--- src/rtl/bus_cycle_controller.sv ---
// Bus cycle controller: region decode, wait states, dsack/berr generation.
// Define BUS_CYCLE_CONTROLLER_TIMEOUT_EN to enable the cycle watchdog.
module bus_cycle_controller #(
  parameter int REGIONS = 8,
  parameter int ADDR_BITS = 8,
  parameter int WAIT_BITS = 4,
  parameter logic [REGIONS*ADDR_BITS-1:0] REGION_BASE = '0,
  parameter logic [REGIONS*ADDR_BITS-1:0] REGION_MASK = '0,
  parameter logic [REGIONS*2-1:0] REGION_WIDTH = {REGIONS{2'b10}},
  parameter logic [REGIONS*WAIT_BITS-1:0] REGION_WAITS = '0,
  parameter logic [REGIONS-1:0] REGION_HANDSHAKE = '0,
  parameter int BOOT_REGION = 0,
  parameter int TIMEOUT_CYCLES = 255
) (
  input  logic                 clock,
  input  logic                 reset,
  input  logic                 as,
  input  logic [2:0]           fc,
  input  logic [ADDR_BITS-1:0] addr_upper,
  input  logic                 vector_fetched,
  input  logic [REGIONS-1:0]   dev_ready,
  output logic [REGIONS-1:0]   device_selected,
  output logic [1:0]           port_width,
  output logic [1:0]           dsack,
  output logic                 berr
);

  localparam int IW = (REGIONS > 1) ? $clog2(REGIONS) : 1;
  localparam logic [REGIONS-1:0] ONE = 1;

  typedef enum logic [2:0] {
    IDLE, DECODE, WAIT, ACK, ERROR
  } state_t;

  state_t               state;
  logic                 armed;
  logic [IW-1:0]        sel_idx;
  logic [WAIT_BITS-1:0] cnt;

  logic                 hit;
  logic [IW-1:0]        idx;
  logic [1:0]           dec_width;
  logic [WAIT_BITS-1:0] dec_waits;
  logic                 hs_ok_dec;
  logic                 hs_ok_wait;

`ifdef BUS_CYCLE_CONTROLLER_TIMEOUT_EN
  localparam int WDW = $clog2(TIMEOUT_CYCLES + 1);
  logic [WDW-1:0] wd;
`endif

  // Scan from the top so the lowest matching index wins.
  always_comb begin
    hit = 1'b0;
    idx = '0;
    for (int i = REGIONS - 1; i >= 0; i--) begin
      if ((addr_upper & REGION_MASK[i*ADDR_BITS +: ADDR_BITS])
          == REGION_BASE[i*ADDR_BITS +: ADDR_BITS]) begin
        hit = 1'b1;
        idx = IW'(i);
      end
    end
    if (!vector_fetched) begin
      hit = 1'b1;
      idx = IW'(BOOT_REGION);
    end
  end

  assign dec_width  = REGION_WIDTH[idx*2 +: 2];
  assign dec_waits  = REGION_WAITS[idx*WAIT_BITS +: WAIT_BITS];
  assign hs_ok_dec  = !REGION_HANDSHAKE[idx] || dev_ready[idx];
  assign hs_ok_wait = !REGION_HANDSHAKE[sel_idx] || dev_ready[sel_idx];

  always_ff @(posedge clock) begin
    if (!reset) begin
      state           <= IDLE;
      armed           <= 1'b0;
      sel_idx         <= '0;
      cnt             <= '0;
      device_selected <= '0;
      port_width      <= 2'b00;
      dsack           <= 2'b00;
      berr            <= 1'b0;
`ifdef BUS_CYCLE_CONTROLLER_TIMEOUT_EN
      wd              <= '0;
`endif
    end else if (!as) begin
      // Strobe low ends any cycle and re-arms the next one.
      state           <= IDLE;
      armed           <= 1'b1;
      cnt             <= '0;
      device_selected <= '0;
      port_width      <= 2'b00;
      dsack           <= 2'b00;
      berr            <= 1'b0;
    end else begin
`ifdef BUS_CYCLE_CONTROLLER_TIMEOUT_EN
      wd <= wd + WDW'(1);
`endif
      unique case (state)
        IDLE: begin
          if (armed && fc != 3'b111) begin
            state <= DECODE;
            armed <= 1'b0;
`ifdef BUS_CYCLE_CONTROLLER_TIMEOUT_EN
            wd    <= '0;
`endif
          end
        end
        DECODE: begin
          if (!hit) begin
            state <= ERROR;
          end else begin
            sel_idx         <= idx;
            device_selected <= ONE << idx;
            port_width      <= dec_width;
            cnt             <= dec_waits;
            if (dec_waits == '0 && hs_ok_dec) begin
              state <= ACK;
              dsack <= dec_width;
            end else begin
              state <= WAIT;
            end
          end
        end
        WAIT: begin
          if (cnt <= WAIT_BITS'(1) && hs_ok_wait) begin
            state <= ACK;
            dsack <= port_width;
            cnt   <= '0;
          end else begin
            if (cnt != '0) cnt <= cnt - WAIT_BITS'(1);
`ifdef BUS_CYCLE_CONTROLLER_TIMEOUT_EN
            if (wd >= WDW'(TIMEOUT_CYCLES - 1)) begin
              state           <= ERROR;
              device_selected <= '0;
              port_width      <= 2'b00;
            end
`endif
          end
        end
        ACK: begin
          state <= ACK;
        end
        ERROR: begin
          dsack <= 2'b00;
          berr  <= 1'b1;
        end
        default: state <= IDLE;
      endcase
    end
  end

endmodule

--- config.mk ---
export PLATFORM = sky130hd
export DESIGN_NAME = bus_cycle_controller
export DESIGN_NICKNAME = d
export VERILOG_FILES = /design/src/rtl/bus_cycle_controller.sv
export SDC_FILE = /design/constraint.sdc
export NUM_CORES = 1
export LEC_CHECK = 0
export ABC_AREA = 0
export BUFFER_PORTS_ARGS = -buffer_cell sky130_fd_sc_hd__buf_2
export CAP_MARGIN = 5
export CORE_MARGIN = 5
export CORE_UTILIZATION = 40
export DETAILED_ROUTE_END_ITERATION = 8
export PLACE_DENSITY = 0.87
export SYNTH_ARGS = -nofsm -noshare
export SYNTH_HDL_FRONTEND = slang
export SYNTH_SLANG_ARGS = --single-unit
--- constraint.sdc ---
create_clock -name clock -period 2.8 [get_ports clock]
set_input_delay 0.42 -clock clock [delete_from_list [all_inputs] [get_ports clock]]
set_output_delay 0.42 -clock clock [all_outputs]
set_load 0.02 [all_outputs]
# --- After elaboration in Yosys (flattened, before gate mapping) ---
# Index checks and enable logic that the tools add are counted.
word_totals:
  register_bits: 12
  in_bits: 23
  out_inout_bits: 13
classes:
  n_addsub: 1
  n_lt_le_gt_ge: 1
  eq_ne: 10
  mux: 11
  bitwise: 1
  reduce_logical: 11
ops:
  columns: ["cell", "count"]
  rows:
  - ["3-bit one-hot mux with 4 select lines", 1]
  - ["4-bit two-way mux", 2]
  - ["4-bit one-hot mux with 2 select lines", 1]
  - ["2-bit AND reduction", 4]
  - ["3-bit by 2-bit == test with 1-bit output, second input constant", 2]
  - ["3-bit two-way mux", 2]
  - ["3-bit != test, second input constant", 2]
  - ["2-bit one-hot mux with 3 select lines", 1]
  - ["4-bit by 1-bit less-or-equal comparator with 1-bit output, second input constant", 1]
  - ["2-bit by 1-bit != test with 1-bit output, second input constant", 2]
  - ["2-bit != test, second input constant", 2]
  - ["4-bit nonzero test", 1]
  - ["4-bit by 1-bit subtractor with 4-bit output, second input constant", 1]
  - ["3-bit by 1-bit == test with 1-bit output, second input constant", 1]
  - ["3-bit == test, second input constant", 1]
  - ["3-bit zero test", 1]
  - ["1-bit two-way mux", 3]
  - ["3-bit AND reduction", 1]
  - ["3-bit nonzero test", 1]
  - ["2-bit two-way mux", 1]
  - ["2-bit nonzero test", 1]
  - ["2-bit OR reduction", 1]
  - ["1-bit logical AND", 1]
  - ["1-bit NOT", 1]

# --- Depth between registers and ports, before layout ---
# Gate-level depths: netlist (run 1).
logic_depth:
  ltp_word: 5
  ltp_mapped: 5
  depth_no_buf: 5

# --- Worst setup path before layout (run 1) ---
# No wires, ideal clock.
synth_path:
  kind: "reg-to-reg"
  startpoint: "register cnt[0]"
  endpoint: "register cnt[0]"
  setup_ns: 0.070
  arrival_ns: 1.336
  required_ns: 2.730
  path_slack_ns: 1.394
  path_stages_with_launch: 6
  n_path_buf: 0
  period_less_slack_ns: 1.406
  path_cell_list: "dfxtp_1 > inv_1 > ha_1 > or2_4 > a2111o_1 > a21oi_1"
synth_via:
  elab_chain_cells: 4
  elab_cells_between_ends: 8
  classes_between: "add/sub: 1; order compare: 1; eq/ne: 1; mux: 3; reduce/logical: 2"
synth_lines:
  columns: ["element", "line", "text"]
  rows:
  - ["from (decl)", "38", "logic [WAIT_BITS-1:0] cnt;"]
  - ["from (signal assigned)", "117", "cnt <= dec_waits;"]
  - ["from (signal assigned)", "132", "if (cnt != '0) cnt <= cnt - WAIT_BITS'(1);"]
  - ["4-bit by 1-bit subtractor with 4-bit output", "132", null]
  - ["4-bit two-way mux", "132", null]
  - ["4-bit two-way mux", "127", "if (cnt <= WAIT_BITS'(1) && hs_ok_wait) begin"]
  - ["4-bit one-hot mux with 2 select lines", "100", "unique case (state)"]
# Several ways; a longest one is shown, not always the timed one. The select of a mux whose other input is x is not followed.
# A chain may end at the register's enable or synchronous reset.

# --- Worst setup path after layout (run 1) ---
layout_path:
  startpoint: "register cnt[0]"
  endpoint: "register cnt[1]"
# Same word-level chain as after synthesis.

==> key figures, run 1 <==
Worst setup path
  – RR Endpoint: cnt[1]
  – Worst-path cell chain: inv_1, ha_1, or2_4, a2111oi_0, o21a_1
  – CP max stage cell: a2111oi_0
  – Startpoint Class: flip-flop
  – Reg2reg start: cnt[0]
  – Crit path capture type: flip-flop
  – Critical path buffers and inverters: 1
  – CP arrival: about 1800 ps
  – Largest fanout on the critical path: 5
  – CP required: 3010 ps
  – Reg2reg setup slack: roughly 1200 ps
  – Worst-case reg-to-reg path depth: 5
  – CP top delay family: compound AO/OA/AOI/OAI gates
  – WS Path Type: reg2reg
  – Max stage delay on crit path: 440 ps

Clock tree
  – CTS Sinks: 9
  – # H-tree levels: 1
  – CTS tree: done
  – Worst-Skew Late Latency: 260 ps
  – Num CTS Buffers: 3
  – Cts hold-fix bufs: 0
  – Post_cts resized: 0
  – Setup bufs post-CTS: 0
  – Reg clk slew, reported paths: about 60 ps
  – Clock buffer depth: 2
  – Clock Root Buffer: clkbuf_4

Routing
  – DR vias/cell: roughly 5.3
  – Routed wire length: approximately 1.1 mm
  – ANT nets after route: 0
  – Drt first pass iters: 2
  – Routed WL per cell: 11.9 µm
  – 1st-iter DRT viols: 8
  – Total vias in the final route: 472
  – DRC violations left: 0

STA
  – Sum Neg Setup Slack: 0 ps
  – Final setup violation count: 0
  – RSZ-0062 raised after global routing: no
  – Max Slew Vio Count: 0
  – Final Hold Viols: 0
  – Fmax: about 0.62 GHz
  – Crit path time final: roughly 1600 ps
  – Final worst path period share: 57.7%
  – Max Clock Skew: 1.42 ps

Yosys
  – Post-synth top area cell: dfxtp_1
  – Post-synthesis cell area: 566 µm²
  – Sequential-to-total area share from yosys stat: about a third
  – Yosys warning count: 0
  – EDFF count, synth: 0
  – Top cells by count, synth: 11 x buf_4, 9 x dfxtp_1, 6 x inv_1, 6 x nor2_1
  – Post-Synthesis Cells: 66
  – Post-synth cell types: 29
  – Dominant synthesized flop cell: dfxtp_1
  – Top-count cell post-synth: buf_4
  – FFs w/ async S/R, synth: 0%
  – Post-synthesis register bit count: 9
  – Avg Inst Size Synth: between 8 and 9 µm²
  – Top cells by area, synth: dfxtp_1 32%, buf_4 15%, ha_1 4.4%
  – Top-area cell type share of the netlist area: 31.9%

GRT
  – Grt met3 use: under 10%
  – Largest net degree at the start of global routing: 14
  – Total gr overflow: 0
  – Vias in the first global route: 403
  – Initial antenna violation count: 0
  – GRT met1 Usage: 10.4%
  – GRT Total Usage: a little over a tenth
  – GR Util met2: 17.1%
  – First-pass GRT wire length: 1.57 mm
  – Most crowded layer after global routing: met2

Floorplanning
  – Die Y: between 40 and 50 µm
  – CORE AREA: 1320 µm²
  – Site Rows: 13
  – Starting Density: between 40% and 50%
  – Die ar.: 2270 µm²
  – I/O Pins: 36
  – Die Width: ~48 µm

Power and ir drop
  – Pwr Density: 458 nW/µm²
  – Leakage: ~0.24 nW
  – VDD IR max: ~0.23 mV

Finish
  – Diodes inserted: 0
  – Share of cells above drive strength 1: ~20%
  – Layout area overhead: 1.99%
  – Post-layout util: a little over two fifths
  – Layout Nets: 100
  – Fillcell total: between 100 and 150

Min path
  – Worst min path class: in2reg
  – Hold path start: as
  – Worst Hold Depth: 2
  – Hold EP: armed

Flow run
  – Max Cap Viol: 0

Place
  – IO Port Bufs: 8
  – Hpwl dp: just over 800 µm
  – Placer Congestion: 0.832

Outcome
  – Status: finished clean
-- flip-flops by register name, indices dropped and copies added, names as in the netlist --
name	count
dsack	1
device_selected	1
cnt	4
state	2
armed	1
-- metrics by stage --
stage	setup slack (ps)	instance area [µm²]	hold WS, ps	total power (W)	instances
2_1_floorplan	1390	599	450	0.000172	75
3_3_place_gp	1240	551	467	0.000165	85
3_5_place_dp	1210	551	467	0.000166	85
4_1_cts	1190	577	352	0.000269	89
5_1_grt	1090	577	348	0.000284	89
6_report	1190	577	360	0.000264	89
-- per-layer routing --
layer / part of all wire (%) / routed length (µm)
met3: 9.4 / 100
met5: 0 / 0
met1: 36 / 387
met2: 53 / 564
met4: 0.75 / 8
-- worst max path at each step --
| stage | start | to | slack, ps | cells after the start |
|---|---|---|---|---|
| after detailed placement | cnt[0] | cnt[1] | 1210 | 5 |
| after CTS | cnt[0] | cnt[1] | 1190 | 5 |
| after global placement | cnt[0] | cnt[1] | 1240 | 5 |
| final | cnt[0] | cnt[1] | 1190 | 5 |
| after floorplan | cnt[0] | cnt[0] | 1390 | 5 |
| after global routing | cnt[0] | cnt[1] | 1090 | 5 |
-- layout by cell type (no fill, tap or decap), drive strengths merged, types with 2 or more instances in the layout --
master,synthesis,routed
conb,1,10
dfxtp,9,9
buf,12,8
inv,6,6
nor2,6,6
clkbuf,1,4
nand3,3,3
a21oi,3,3
a2111o,2,2
nand4,2,2
a31oi,2,2
o21a,2,2
ha,2,2
and2,2,2
-- cell families after synthesis --
group | share of synthesized area (%)
flip-flops | 31.9
AND/OR/NAND/NOR | 18.4
other | 0.663
buffers and inverters | 23.0
AO/OA/AOI/OAI | 21.7
adder cells (fa/ha/maj) | 4.42
-- layout make-up --
cell class                 instances  area [µm²]  share of cell area, %
inverter                           6        22.5                   3.90
multi-input combinational         47         289                   50.1
timing repair buffer               8        40.0                   6.94
clock buffer                       4        26.3                   4.56
tap                               15        18.8                   3.25
sequential                         9         180                   31.2
-- power breakdown --
part	total, W	switching (W)	leakage (nW)	internal (W)
registers	0.000134	0.00000384	0.0730	0.000131
clock network	0.000101	0.0000456	0.0150	0.0000549
logic	0.0000292	0.0000211	0.147	0.00000815
No activity file was read; power rests on OpenSTA's default activity.
==> inputs of run 2 (changes only) <==
Settings changed: ABC_AREA 0 to 1, CORE_UTILIZATION 40 to 35, PLACE_DENSITY 0.87 to 0.83.
Clock period 2.8 ns to 1.35 ns, I/O delays scaled along.
==> key figures, run 2 <==
Routing
  – Routed WL per cell: 8.21 µm (-31%)
  – DRC violations left: 0 (unchanged)
  – 1st-iter DRT viols: 12 (+4)
  – Routed wire length: 837 µm (-21%)
  – Drt first pass iters: 4 (+2)
  – DR vias/cell: 4.18 (-21%)
  – ANT nets after route: 0 (unchanged)
  – Total vias in the final route: 426 (-9.7%)

Yosys
  – Post-synth cell types: 19 (-34%)
  – Largest family of logic cells by synthesized area: simple AND/OR/NAND/NOR gates
  – Synth Area in Compound Gates: 7.69% (-14 points)
  – Multiplexer share of the synthesized area: 0% (unchanged)
  – Top-count cell post-synth: nand2_1
  – Top cells by count, synth: 16 x nand2_1, 11 x buf_4, 9 x dfxtp_1
  – Dominant synthesized flop cell: dfxtp_1
  – Synth Area in Adders: 4.66% (+0.24 points)
  – FFs w/ async S/R, synth: 0% (unchanged)
  – Top-area cell type share of the netlist area: 33.6% (+1.7 points)
  – Top cells by area, synth: dfxtp_1 34%, buf_4 15%, nand2_1 11%
  – Post-synth top area cell: dfxtp_1
  – Avg Inst Size Synth: 7.06 µm² (-18%)
  – Sequential-to-total area share from yosys stat: 33.6% (+1.7 points)
  – Post-synthesis cell area: 537 µm² (-5.1%)
  – Post-synthesis register bit count: 9 (unchanged)
  – EDFF count, synth: 0 (unchanged)
  – Yosys warning count: 0 (unchanged)
  – Post-Synthesis Cells: 76 (+15%)
  – Synth Area in XOR/XNOR: 1.63% (+1.6 points)
  – Simple-gate portion of the synthesized area: 28.4% (+10 points)

GRT
  – Largest net degree at the start of global routing: 7 (-7)
  – Total gr overflow: 0 (unchanged)
  – First-pass GRT wire length: 1.28 mm (-19%)
  – Vias in the first global route: 329 (-18%)
  – GRT Total Usage: 7.12% (-3.3 points)
  – Initial antenna violation count: 0 (unchanged)

Power and ir drop
  – Leakage: 0.291 nW (+24%)
  – VDD IR max: 0.474 mV (+100%)
  – Pwr Density: 956 nW/µm² (+110%)

Place
  – Placer Congestion: 0.674 (-19%)
  – Placed instance count: 98 (+15%)
  – Hpwl dp: 706 µm (-13%)
  – IO Port Bufs: 8 (unchanged)

Clock tree
  – CTS Sinks: 9 (unchanged)
  – Post_cts resized: 0 (unchanged)
  – Cts hold-fix bufs: 0 (unchanged)
  – Worst-Skew Late Latency: 260 ps (about the same)
  – # H-tree levels: 1 (unchanged)
  – Num CTS Buffers: 3 (unchanged)
  – Setup bufs post-CTS: 0 (unchanged)
  – Clock Root Buffer: clkbuf_4
  – Reg clk slew, reported paths: 60 ps (about the same)
  – CTS tree: done
  – Clock buffer depth: 2 (unchanged)

STA
  – Fmax: 0.836 GHz (+35%)
  – Crit path time final: 1200 ps (-418 ps)
  – Final Hold Viols: 0 (unchanged)
  – Max Slew Vio Count: 0 (unchanged)
  – Final setup violation count: 0 (unchanged)
  – RSZ-0062 raised after global routing: no
  – Sum Neg Setup Slack: 0 ps (unchanged)
  – Max Clock Skew: 0.158 ps (-1.26 ps)
  – Final worst path period share: 88.6% (+31 points)

Worst setup path
  – Startpoint Class: flip-flop
  – Largest fanout on the critical path: 5 (unchanged)
  – CP required: 1550 ps (-1460 ps)
  – Crit path capture type: flip-flop
  – WS Path Type: reg2reg
  – CP arrival: 1390 ps (-430 ps)

Finish
  – Post-Layout Cell Count: 102 (+15%)
  – Register area: 180 µm² (unchanged)
  – Most frequent cells in the layout: 16 x nand2_1, 10 x conb_1, 9 x dfxtp_1
  – Share of cells above drive strength 1: 26.7% (+6.5 points)
  – Largest registers: cnt (4), state (2)
  – Fillcell total: 153 (+15%)
  – Most flops, register: cnt
  – Commonest non-fill, non-tap cell in the layout: nand2_1
  – Layout Nets: 112 (+12%)
  – Multi-input gate area: 265 µm² (-8.2%)
  – Layout area overhead: 7.23%
  – Diodes inserted: 0 (unchanged)
  – Max reg flops: 4 (unchanged)

Floorplanning
  – Die Width: 49.2 µm (+3.3%)
  – I/O Pins: 36 (unchanged)
  – Die ar.: 2420 µm² (+6.7%)
  – Starting Density: 36.1% (-6.9 points)
  – CORE AREA: 1490 µm² (+13%)
  – Die Y: 49.2 µm (+3.3%)
  – Site Rows: 14 (+1)

Outcome
  – Status: finished clean

Min path
  – Worst min path class: in2reg

Flow run
  – Max Cap Viol: 0 (unchanged)
## run 2: critical path, stage by stage, from the launching register on
cell,delay (ps)
dfxtp_1,350
inv_2,70
ha_1,220
inv_1,50
nand2_1,50
nand2_2,80
nand2_2,80
clkinv_2,60
nand2_1,50
a21oi_1,110
## run 2: worst paths after layout
check | startpoint | endpoint | slack (ps) | cells after the start
worst min-delay path | as | armed | 120 | 2
worst max register to register | cnt[0] | cnt[3] | 150 | 9
worst max-delay path | cnt[0] | cnt[3] | 150 | 9
worst min register to register | armed | armed | 460 | 2
## run 2: report_power, final
part	switching (W)	internal [W]	leakage (nW)
Sequential	0.00000419	0.000271	0.0730
Clock	0.000102	0.000110	0.0177
Combinational	0.0000476	0.0000163	0.200
## run 2: cells by family after synthesis
family	after synthesis
AND/OR/NAND/NOR	34
buffers and inverters	22
flip-flops	9
AO/OA/AOI/OAI	7
adder cells (fa/ha/maj)	2
XOR/XNOR	1
other	1
## run 2: per-layer routing
metal,vias to the layer above,share of wire (%),track usage [%]
met2,22,41,9.66
met3,2,14,6.12
met5,-,0,0
met4,0,0.96,4.04
li1,228,-,-
met1,174,44,7.38
## run 2: layout make-up
| cell class | count | area share (%) |
|---|---|---|
| Inverter | 11 | 7.39 |
| Clock buffer | 3 | 3.91 |
| Timing Repair Buffer | 8 | 6.96 |
| Sequential cell | 9 | 31.3 |
| Multi-Input combinational cell | 54 | 46.1 |
| Tap cell | 16 | 3.48 |
| Clock inverter | 1 | 0.870 |
## run 2: through the flow
| step | hold WS [ps] | util, % | instance area (µm²) | setup WS, ps | total power, W |
|---|---|---|---|---|---|
| 2_1_floorplan | 297 | - | 571 | 264 | 0.000354 |
| 3_3_place_gp | 395 | 36.8 | 548 | 184 | 0.000343 |
| 3_5_place_dp | 403 | 36.8 | 548 | 144 | 0.000344 |
| 4_1_cts | 113 | 38.7 | 576 | 131 | 0.000563 |
| 5_1_grt | 121 | 38.7 | 576 | 21.2 | 0.000582 |
| 6_report | 123 | 38.7 | 576 | 153 | 0.000550 |
